`config.mk`:
```
export PLATFORM = sky130hd
export DESIGN_NAME = dmem_arbiter
export DESIGN_NICKNAME = d
export VERILOG_FILES = /design/src/rtl/dmem_arb_pkg.sv /design/src/rtl/dmem_arbiter_rr_arb2.sv /design/src/rtl/dmem_arbiter.sv
export SDC_FILE = /design/constraint.sdc
export NUM_CORES = 1
export LEC_CHECK = 0
export ABC_AREA = 1
export BUFFER_PORTS_ARGS = -buffer_cell sky130_fd_sc_hd__buf_2
export CORE_AREA = 10 10 119 121
export CTS_BUF_LIST = sky130_fd_sc_hd__clkbuf_16
export CTS_CLUSTER_DIAMETER = 40
export DETAILED_ROUTE_END_ITERATION = 10
export DIE_AREA = 0 0 129 131
export PLACE_DENSITY = 0.79
export SLEW_MARGIN = 20
export SYNTH_ARGS = -nofsm -noshare
export SYNTH_HDL_FRONTEND = slang
export SYNTH_SLANG_ARGS = --single-unit
```
`constraint.sdc`:
```
create_clock -name clk -period 1.4 [get_ports clk]
set_input_delay 0 -clock clk [delete_from_list [all_inputs] [get_ports clk]]
set_output_delay 0 -clock clk [all_outputs]
set_load 0.01 [all_outputs]
```
`src/rtl/dmem_arb_pkg.sv`:
```
// Shared types and constants for the data-memory arbiter.
//   F3_*        : memory size codes (byte / half / word)
//   state_t     : sequencer states
//   mem_cmd_t   : registered command payload driven onto the memory port
//   is_misaligned: alignment rule for half/word accesses
package dmem_arb_pkg;

    localparam int unsigned CMD_ADDR_W = 32;
    localparam int unsigned DATA_W     = 32;
    localparam int unsigned F3_W       = 3;

    localparam logic [F3_W-1:0] F3_BYTE = 3'b000;
    localparam logic [F3_W-1:0] F3_HALF = 3'b001;
    localparam logic [F3_W-1:0] F3_WORD = 3'b010;

    typedef enum logic {
        ST_IDLE   = 1'b0,
        ST_ACCESS = 1'b1
    } state_t;

    typedef struct packed {
        logic                  we;
        logic [CMD_ADDR_W-1:0] addr;
        logic [DATA_W-1:0]     wdata;
        logic [F3_W-1:0]       funct3;
        logic                  src;
    } mem_cmd_t;

    // Half needs addr[0] clear, word needs addr[1:0] clear; bytes always align.
    function automatic logic is_misaligned(input logic [F3_W-1:0] funct3,
                                           input logic [1:0]      addr_lo);
        logic mis;
        mis = 1'b0;
        case (funct3)
            F3_HALF: mis = addr_lo[0];
            F3_WORD: mis = (addr_lo != 2'b00);
            default: mis = 1'b0;
        endcase
        return mis;
    endfunction

endpackage

```
`src/rtl/dmem_arbiter_rr_arb2.sv`:
```
// Two-input round-robin grant with a one-bit priority pointer.
//   clk, reset : clock and synchronous active-high reset
//   valid      : per-requester request valid
//   grant_c    : combinational one-hot grant, zero when idle or in reset
// The pointer moves to the losing index on every grant and holds otherwise.
module rr_arb2 #(
    parameter int unsigned RESET_PRIO = 0
) (
    input  logic       clk,
    input  logic       reset,
    input  logic [1:0] valid,
    output logic [1:0] grant_c
);

    logic prio_q;

    // Single requester wins outright; on contention the pointer decides.
    always_comb begin
        grant_c = 2'b00;
        if (!reset) begin
            case (valid)
                2'b01:   grant_c = 2'b01;
                2'b10:   grant_c = 2'b10;
                2'b11:   grant_c = prio_q ? 2'b10 : 2'b01;
                default: grant_c = 2'b00;
            endcase
        end
    end

    // Loser index of the current grant becomes the next priority holder.
    always_ff @(posedge clk) begin
        if (reset) begin
            prio_q <= 1'(RESET_PRIO);
        end else if (grant_c != 2'b00) begin
            prio_q <= ~grant_c[1];
        end
    end

endmodule

```
`src/rtl/dmem_arbiter.sv`:
```
// Round-robin arbiter and sequencer for the shared data memory.
// Requester 0 = core load/store, requester 1 = debug/DMA.
//   clk, reset     : clock, synchronous active-high reset
//   req_*          : per-requester valid/ready request channel (2 lanes, packed)
//   rsp_valid_o    : one-cycle response pulse to the originating requester
//   rsp_rdata_o    : raw load word (0 for stores), rsp_err_o : misalignment flag
//   mem_*          : memory port, write on clk edge, combinational read on mem_rd
// Build option: DMEM_ARB_MISALIGN_CHK_EN enables misaligned-access suppression
// and the rsp_err_o flag; otherwise rsp_err_o is 0 and commands issue as-is.
module dmem_arbiter
    import dmem_arb_pkg::*;
#(
    parameter int unsigned ADDR_W     = 32,
    parameter int unsigned RESET_PRIO = 0
) (
    input  logic                clk,
    input  logic                reset,
    input  logic [1:0]          req_valid_i,
    output logic [1:0]          req_ready_o,
    input  logic [1:0]          req_we_i,
    input  logic [2*ADDR_W-1:0] req_addr_i,
    input  logic [63:0]         req_wdata_i,
    input  logic [5:0]          req_funct3_i,
    output logic [1:0]          rsp_valid_o,
    output logic [31:0]         rsp_rdata_o,
    output logic                rsp_err_o,
    output logic                mem_we,
    output logic [ADDR_W-1:0]   mem_a,
    output logic [31:0]         mem_wd,
    output logic [2:0]          mem_funct3,
    input  logic [31:0]         mem_rd
);

    state_t      state_q, state_d;
    mem_cmd_t    cmd_q, cmd_d;
    logic [1:0]  rsp_valid_d;
    logic [31:0] rsp_rdata_d;
    logic        rsp_err_d;

    logic [1:0]  grant_c;
    logic        accept_c;
    logic        src_c;
    logic        misalign_c;

    rr_arb2 #(
        .RESET_PRIO (RESET_PRIO)
    ) u_rr_arb2 (
        .clk     (clk),
        .reset   (reset),
        .valid   (req_valid_i),
        .grant_c (grant_c)
    );

    assign req_ready_o = grant_c;
    assign accept_c    = |grant_c;
    assign src_c       = grant_c[1];

`ifdef DMEM_ARB_MISALIGN_CHK_EN
    assign misalign_c = is_misaligned(cmd_q.funct3, cmd_q.addr[1:0]);
`else
    assign misalign_c = 1'b0;
`endif

    // Command register holds its value in IDLE, so the memory bus keeps its
    // last values without extra holding registers.
    assign mem_a      = ADDR_W'(cmd_q.addr);
    assign mem_wd     = cmd_q.wdata;
    assign mem_funct3 = cmd_q.funct3;
    assign mem_we     = (state_q == ST_ACCESS) & cmd_q.we & ~reset & ~misalign_c;

    // Next state, command capture and response generation.
    always_comb begin
        state_d     = ST_IDLE;
        cmd_d       = cmd_q;
        rsp_valid_d = 2'b00;
        rsp_rdata_d = 32'h0;
        rsp_err_d   = 1'b0;

        if (accept_c) begin
            state_d      = ST_ACCESS;
            cmd_d.we     = src_c ? req_we_i[1] : req_we_i[0];
            cmd_d.addr   = CMD_ADDR_W'(src_c ? req_addr_i[2*ADDR_W-1:ADDR_W]
                                             : req_addr_i[ADDR_W-1:0]);
            cmd_d.wdata  = src_c ? req_wdata_i[63:32] : req_wdata_i[31:0];
            cmd_d.funct3 = src_c ? req_funct3_i[5:3] : req_funct3_i[2:0];
            cmd_d.src    = src_c;
        end

        if (state_q == ST_ACCESS) begin
            rsp_valid_d = cmd_q.src ? 2'b10 : 2'b01;
            rsp_err_d   = misalign_c;
            if (!cmd_q.we && !misalign_c) begin
                rsp_rdata_d = mem_rd;
            end
        end
    end

    // Reset drops any command in flight: no write (mem_we gated) and no response.
    always_ff @(posedge clk) begin
        if (reset) begin
            state_q     <= ST_IDLE;
            cmd_q       <= '0;
            rsp_valid_o <= 2'b00;
            rsp_rdata_o <= 32'h0;
            rsp_err_o   <= 1'b0;
        end else begin
            state_q     <= state_d;
            cmd_q       <= cmd_d;
            rsp_valid_o <= rsp_valid_d;
            rsp_rdata_o <= rsp_rdata_d;
            rsp_err_o   <= rsp_err_d;
        end
    end

endmodule

```
# ---- Yosys cells after proc, flatten, opt, wreduce, memory -nomap -nowiden
# Index checks and enable logic that the tools add are counted.
# Widths: inputs -> output; s select.
dict set report totals {
  regBits 105
  inputBits 172
  out_inout_bits 105
}
dict set report classes {
  n_eq_ne 3
  muxes 9
  bitwise 5
  n_reduce_logical 4
}
# operator count
set op_table {}
lappend op_table {{$mux 32} 2}
lappend op_table {{$mux 2} 3}
lappend op_table {{$pmux 2 s3} 1}
lappend op_table {{$eq 2x2->1 const B} 2}
lappend op_table {{$reduce_or 2->1} 2}
lappend op_table {{$mux 3} 1}
lappend op_table {{$not 1->1} 3}
lappend op_table {{$reduce_or 3->1} 1}
lappend op_table {{$and 1x1->1} 2}
lappend op_table {{$eq 2x1->1 const B} 1}
lappend op_table {{$mux 1} 2}
lappend op_table {{$reduce_bool 2->1} 1}

# ---- Longest topological paths before layout
# Gate-level depths: netlist of the first run.
dict set report depth {
  word_depth 5
  depth_mapped 8
  depth_no_buf 6
}

# ---- Modules after synthesis
# From an unflattened synthesis of the first run, not the netlist that was laid out.
dict set report unflattened {
  hier_cells 709
  hier_area_um2 4898.4
}
# mod n_inst cells_per_inst area_per_inst_um2
set by_module_without_submodules {}
lappend by_module_without_submodules {dmem_arbiter 1 698 4840.9}
lappend by_module_without_submodules {rr_arb2 1 11 57.6}

# ---- Least setup slack after synthesis of the first run
# No wires, ideal clock.
dict set report synth_path {
  kind {register to register}
  start {register u_rr_arb2.prio_q}
  end {register cmd_q[0] (netlist name)}
  setup_time_ns 0.113
  arrival_ns 0.998
  setup_slack_ns 0.289
  path_stages_with_launch 7
  cell_sequence {dfxtp_1 nand2_1 buf_2 buf_2 nand3_1 nand3_1 nand2_1}
}
dict set report synth_via {
  elab_chain_len 4
}
# item line_no
set synth_rtl {}
lappend synth_rtl {{from (decl)} dmem_arbiter_rr_arb2.sv:15} ;# logic prio_q;
lappend synth_rtl {{from (signal assigned)} dmem_arbiter_rr_arb2.sv:33} ;# prio_q <= 1'(RESET_PRIO);
lappend synth_rtl {{from (signal assigned)} dmem_arbiter_rr_arb2.sv:35} ;# prio_q <= ~grant_c[1];
lappend synth_rtl {{$mux 2 *} dmem_arbiter_rr_arb2.sv:24} ;# 2'b11: grant_c = prio_q ? 2'b10 : 2'b01;
lappend synth_rtl {{$pmux 2 s3 *} dmem_arbiter_rr_arb2.sv:21} ;# case (valid)
lappend synth_rtl {{$mux 2 *} dmem_arbiter_rr_arb2.sv:20} ;# if (!reset) begin
lappend synth_rtl {{$reduce_or 2->1} dmem_arbiter.sv:55} ;# assign accept_c = |grant_c;
lappend synth_rtl {{to (signal assigned)} dmem_arbiter.sv:108} ;# cmd_q <= cmd_d;
lappend synth_rtl {{to (decl)} dmem_arbiter.sv:35} ;# mem_cmd_t cmd_q, cmd_d;
# Every way passes the cells marked *; elsewhere a longest branch is shown, timed or not.
# A chain may end at the register's enable or synchronous reset.

# ---- Final worst setup path of the first run
dict set report layout_path {
  start {register u_rr_arb2.prio_q}
  end {output port req_ready_o[0]}
}
dict set report layout_via {
  elab_chain_len 3
}
# item line_no
set layout_rtl {}
lappend layout_rtl {{$mux 2} dmem_arbiter_rr_arb2.sv:24}
lappend layout_rtl {{$pmux 2 s3} dmem_arbiter_rr_arb2.sv:21}
lappend layout_rtl {{$mux 2} dmem_arbiter_rr_arb2.sv:20}
lappend layout_rtl {{to (decl)} dmem_arbiter.sv:19} ;# output logic [1:0] req_ready_o,
# Every way passes these cells.

==> metrics.md, run 1 <==
| Metric | Value |
|---|---|
| Period Utilization, post-route | `between 90% and 100%` |
| Setup CP Type | `flip-flop to output port` |
| Vias in the first global route | `between 6000 and 7000` |
| GRT Max-Usage Layer | `met2` |
| Pwr dens | `940.8 nW/µm²` |
| CP peak stage delay | `0.34 ns` |
| Flops & latches, synth | `approximately 110` |
| CTS tree | `built` |
| Final setup fails | `0` |
| RSZ-0062 raised after global routing | `no` |
| Hold Fails Final Rpt | `0` |
| # DRC | `0` |
| First-pass GRT wire length | `roughly 34 mm` |
| Routed WL per cell | `between 15 and 20 µm` |
| Ratio of cells with drive above 1 in the final layout | `30.98%` |
| F_max | `0.7549 GHz` |
| Clk sinks | `105` |
| Crit Path Max Fanout | `11` |
| Count of distinct cell types in the synthesized netlist | `16` |
| Top-Level Pins | `approximately 280` |
| Syn nets | `903` |
| Setup slack, reg-to-reg | `0.11 ns` |
| Total negative setup slack | `0 ns` |
| Post-layout nets | `1213` |
| Syn Inst Count | `between 700 and 800` |
| Sequential area share after synthesis | `between 40% and 50%` |
| Worst Skew | `0.009326 ns` |
| Clk Latency, worst-skew pair | `0.36 ns` |
| Total CTS buffers | `9` |
| Total GRT Usage | `25.06%` |
| Arr. time, crit path | `1.32 ns` |
| Cell breakdown of the critical path | `nand2_4 -> buf_6 -> nand3_1 -> inv_1 -> buf_2` |
| GR Util met1 | `26.20%` |
| Reg clk slew, reported paths | `0.08 ns` |
| Pin count of the biggest net entering global routing | `80` |
| MaxCap Viol Count | `0` |
| Core area | `11810 µm²` |
| Leakage power | `4.507 nW` |
| Commonest non-fill, non-tap cell in the layout | `buf_2` |
| Port bufs | `275` |
| Starting DRC count in detailed routing | `504` |
| DP Area | `6218 µm²` |
| Clk buf depth | `2` |
| Router iterations before antenna repair | `6` |
| Die area | `about 17000 µm²` |
| Slowest cell on the critical path | `dfxtp_2` |
| Post-route cell area | `7923 µm²` |
| WP data required | `1.40 ns` |
| Worst vdd ir | `0.8072 mV` |
| Critical path launch point type | `flip-flop` |
| Fin crit period | `about 1.3 ns` |
| Clk root buf | `clkbuf_16` |
| GP Congestion | `0.8484` |
| Netlist Area Pre-Place | `5211 µm²` |
| Layout area overhead | `52.03%` |
| Hpwl dp | `12.91 mm` |
| Setup ws final | `roughly 0.075 ns` |
| Drt total wl | `21.87 mm` |
| Vias per cell | `5.329` |
| Final Max Tran Viols | `0` |
| Outcome | `completed` |
| Initial antenna violation count | `3` |
| Met3 GRT Util | `about an eighth` |
| Most frequent cells in the layout | `275 x buf_2, 207 x nand3_1, 128 x dlygate4sd3_1` |
| Worst hold path type | `input port to flip-flop` |
| DR vias | `around 6400` |
| H-tree level count | `3` |
| Worst slack, placed | `0.2180 ns` |
| Synth warn | `0` |
| DP Cell Count | `1041` |
| Final std cells w/o fill | `1197` |
| Row cnt | `40` |
| Die width | `around 130 µm` |
| Worst setup EP type | `output port` |
| M2 GR Usage | `around two fifths` |
| Post-route ant nets | `0` |
| Avg Inst Size Synth | `~7 µm²` |
| Die Ht | `131 µm` |
| Grt ovf | `0` |
| Starting Density | `44.12%` |
## cells in the mapped netlist, drive strengths merged
cell    count  share of area, %
a21oi       1             0.096
dfxtp     105                40
nand2      77               5.6
inv       107               7.7
conb        1             0.072
nand3     207                20
clkbuf      9              0.65
nand4      68               8.2
buf       120                15
nor2       36               2.6
## critical path, delay by kind of cell (launching register included)
kind / cells / cell delay, ns
buffers and inverters: 3 / 0.38
DFF: 1 / 0.34
and+or+nand+nor: 2 / 0.25
## power breakdown
part	leakage (nW)	internal, W	switching (W)
Sequential	0.862	0.00316	0.0000846
Clock	0.148	0.00127	0.00127
Combinational	3.50	0.000819	0.000850
## sequential cells by signal, summed over array words and instances (netlist names)
signal,cells
mem_a,32
mem_wd,32
rsp_rdata_o,32
mem_funct3,3
cmd_q,2
rsp_valid_o,2
state_q,1
u_rr_arb2.prio_q,1
## final timing paths
path | start | to | cells after the start
worst min register to register | cmd_q[0] | rsp_valid_o[0] | 1
worst max register to register | u_rr_arb2.prio_q | mem_a[22] | 7
worst min-delay path | req_wdata_i[13] | mem_wd[13] | 5
worst max-delay path | u_rr_arb2.prio_q | req_ready_o[0] | 5
## metrics by stage
step,total power (W),utilization [%],hold WS (ns)
3_3_place_gp,0.004555,52.65,0.2106
2_1_floorplan,0.004130,-,0.06907
5_1_grt,0.007801,67.03,0.02035
3_5_place_dp,0.004570,52.65,0.2176
4_1_cts,0.007428,66.63,0.00006287
6_report,0.007454,67.08,0.009045
## cell type report
| cell class | count | area [µm²] |
|---|---|---|
| well taps | 147 | 183.9 |
| clock buffers | 9 | 225.2 |
| repair buffers | 428 | 3012 |
| fillers | 877 | 3889 |
| multi-input cells | 390 | 1917 |
| inverters | 107 | 404.1 |
| clock inverters | 7 | 67.56 |
| flip-flops and latches | 105 | 2103 |
| diodes | 4 | 10.01 |
## repair_timing
| item | in CTS | in global routing |
|---|---|---|
| hold buffers | 128 | 0 |
| gates cloned | 2 | 0 |
| pin swaps | 0 | 1 |
| hold endpoints to repair | 98 | 0 |
| setup buffers | 1 | 5 |
| gates resized for setup | 1 | 2 |
| endpoints found under the setup margin | 2 | 17 |
## kinds of logic (layout without fill, tap and decap cells)
logic type	Yosys count	in the layout	share of synthesized area (%)
buffers and inverters	236	551	23.22
flip-flops	105	105	40.34
other	1	5	0.07196
AO/OA/AOI/OAI	1	1	0.09595
AND/OR/NAND/NOR	388	388	36.28
## routing by layer
metal / up-vias / part of all wire [%] / wire length [µm]
met3: 86 / 15 / 3209
li1: 2939 / - / -
met5: - / 0 / 0
met2: 494 / 47 / 10190
met4: 0 / 4.1 / 906
met1: 2860 / 35 / 7564
Power figures use the tool's default switching activity.
==> run 2, diff against run 1 <==
ABC_AREA = 0   (was 1)
CORE_AREA = 10 10 112 114   (was 10 10 119 121)
DIE_AREA = 0 0 122 124   (was 0 0 129 131)
==> metrics.md, run 2 <==
| Metric | Value |
|---|---|
| Clk sinks | `105 (unchanged)` |
| GP Congestion | `0.8619 (+1.6%)` |
| Avg Inst Size Synth | `11.09 µm² (+56%)` |
| Port bufs | `275 (unchanged)` |
| Total CTS buffers | `9 (unchanged)` |
| CTS Hold Buffers Added | `147 (+15%)` |
| Syn nets | `556 (-38%)` |
| Synth warn | `0 (unchanged)` |
| Outcome | `aborted with a tool error` |
| Leading area contributor after synthesis | `dfxtp_1` |
| Syn Inst Count | `384 (-47%)` |
| Post-synth EDFFs | `0 (unchanged)` |
| Area contributors post-synth | `dfxtp_1 49%, a221o_1 16%, and2_1 15%` |
| Top cell type's share of synthesized area | `49.35% (+9.0 points)` |
| Post-CTS Setup Repair Bufs | `2 (+1)` |
| Fail Step | `4_1_cts` |
| Post_cts resized | `4 (+3)` |
| Die Ht | `124 µm (-5.3%)` |
| Clk root buf | `clkbuf_16` |
| Clk buf depth | `2 (unchanged)` |
| Flops & latches, synth | `105 (unchanged)` |
| Die width | `122 µm (-5.4%)` |
| DP Area | `5211 µm² (-16%)` |
| Synth Flop Type | `dfxtp_1` |
| Starting Density | `41.63% (-2.5 points)` |
| Worst slack, placed | `-0.08550 ns (-0.3035 ns)` |
| Commonest cells post-synth | `105 x dfxtp_1, 101 x and2_1, 68 x a221o_1, 68 x buf_4, 18 x buf_6` |
| Count leader, synth | `dfxtp_1` |
| Async SR Flop Fraction | `0% (unchanged)` |
| Netlist Area Pre-Place | `4259 µm² (-18%)` |
| H-tree level count | `3 (unchanged)` |
| Err | `[ERROR RSZ-0060] Max buffer count reached.` |
| Count of distinct cell types in the synthesized netlist | `16 (unchanged)` |
| Top-Level Pins | `277 (unchanged)` |
| Sequential area share after synthesis | `49.35% (+9.0 points)` |
| Row cnt | `37 (-7.5%)` |
| Hpwl dp | `10.31 mm (-20%)` |
## run 2: cell count changes after synthesis, moves of 5 or more
cell	delta
a221o_1	+68
buf_1	-12
nand2_1	-76
nor2_1	-29
nand3_1	-207
inv_1	-103
buf_4	-5
nand4_1	-68
and2_1	+101
buf_6	+17
buf_2	-34
## run 2: per-stage QoR
stage / utilization [%] / cells
after floorplan: - / 384
after global placement: 50.94 / 712
after detailed placement: 50.94 / 712
## run 2: cells by family after synthesis
logic type | synth area share (%)
compound gates | 16.54
buf+inv | 17.54
flops | 49.35
other cells | 0.08805
simple gates | 16.48
==> run 3, diff against run 2 <==
CORE_AREA = 10 10 115 117   (was 10 10 112 114)
CTS_BUF_LIST = unset   (was sky130_fd_sc_hd__clkbuf_16)
CTS_CLUSTER_DIAMETER = unset   (was 40)
DIE_AREA = 0 0 125 127   (was 0 0 122 124)
PLACE_DENSITY = unset   (was 0.79)
PLACE_DENSITY_LB_ADDON = 0.15   (was unset)
==> metrics.md, run 3 <==
| Metric | Value |
|---|---|
| Outcome | `aborted with a tool error` |
| Fail Step | `4_1_cts` |
| Err | `[ERROR RSZ-0060] Max buffer count reached.` |
| Starting Density | `38.28% (-3.3 points)` |
| Avg Inst Size Synth | `11.09 µm² (unchanged)` |
| Hpwl dp | `10.27 mm (-0.41%)` |
| Clk sinks | `105 (unchanged)` |
| Flops & latches, synth | `105 (unchanged)` |
| DP Area | `5195 µm² (-0.31%)` |
| GP Congestion | `0.8080 (-6.3%)` |
| Synth warn | `0 (unchanged)` |
| Commonest cells post-synth | `105 x dfxtp_1, 101 x and2_1, 68 x a221o_1, 68 x buf_4, 18 x buf_6` |
| Top-Level Pins | `277 (unchanged)` |
| Post-synth EDFFs | `0 (unchanged)` |
| Sequential area share after synthesis | `49.35% (unchanged)` |
| Synth Flop Type | `dfxtp_1` |
| Row cnt | `39 (+5.4%)` |
| Netlist Area Pre-Place | `4259 µm² (unchanged)` |
| H-tree level count | `3 (unchanged)` |
| Clk buf depth | `2 (unchanged)` |
| Count of distinct cell types in the synthesized netlist | `16 (unchanged)` |
| Syn Inst Count | `384 (unchanged)` |
| Post_cts resized | `3 (-1)` |
| Port bufs | `275 (unchanged)` |
| Leading area contributor after synthesis | `dfxtp_1` |
| Count leader, synth | `dfxtp_1` |
| Post-CTS Setup Repair Bufs | `1 (-1)` |
| CTS Hold Buffers Added | `148 (+0.68%)` |
| Top cell type's share of synthesized area | `49.35% (unchanged)` |
| Clk root buf | `clkbuf_16` |
| Async SR Flop Fraction | `0% (unchanged)` |
| Area contributors post-synth | `dfxtp_1 49%, a221o_1 16%, and2_1 15%` |
| Die Ht | `127 µm (+2.4%)` |
| Syn nets | `556 (unchanged)` |
| Die width | `125 µm (+2.5%)` |
| Total CTS buffers | `9 (unchanged)` |
## run 3: cell counts after synthesis
No cell type changed its count.
## run 3: cell families after synthesis
logic type	share of synthesized area, %
buffers and inverters	17.54
AO/OA/AOI/OAI	16.54
AND/OR/NAND/NOR	16.48
other	0.08805
flip-flops	49.35
## run 3: per-stage QoR
| step | setup slack [ns] | hold slack [ns] | TNS (ns) | instances |
|---|---|---|---|---|
| detailed placement | -0.1047 | 0.2029 | -3.646 | 719 |
| global placement | -0.05730 | 0.1997 | -1.895 | 719 |
| floorplan | 0.1924 | 0.07238 | 0 | 384 |
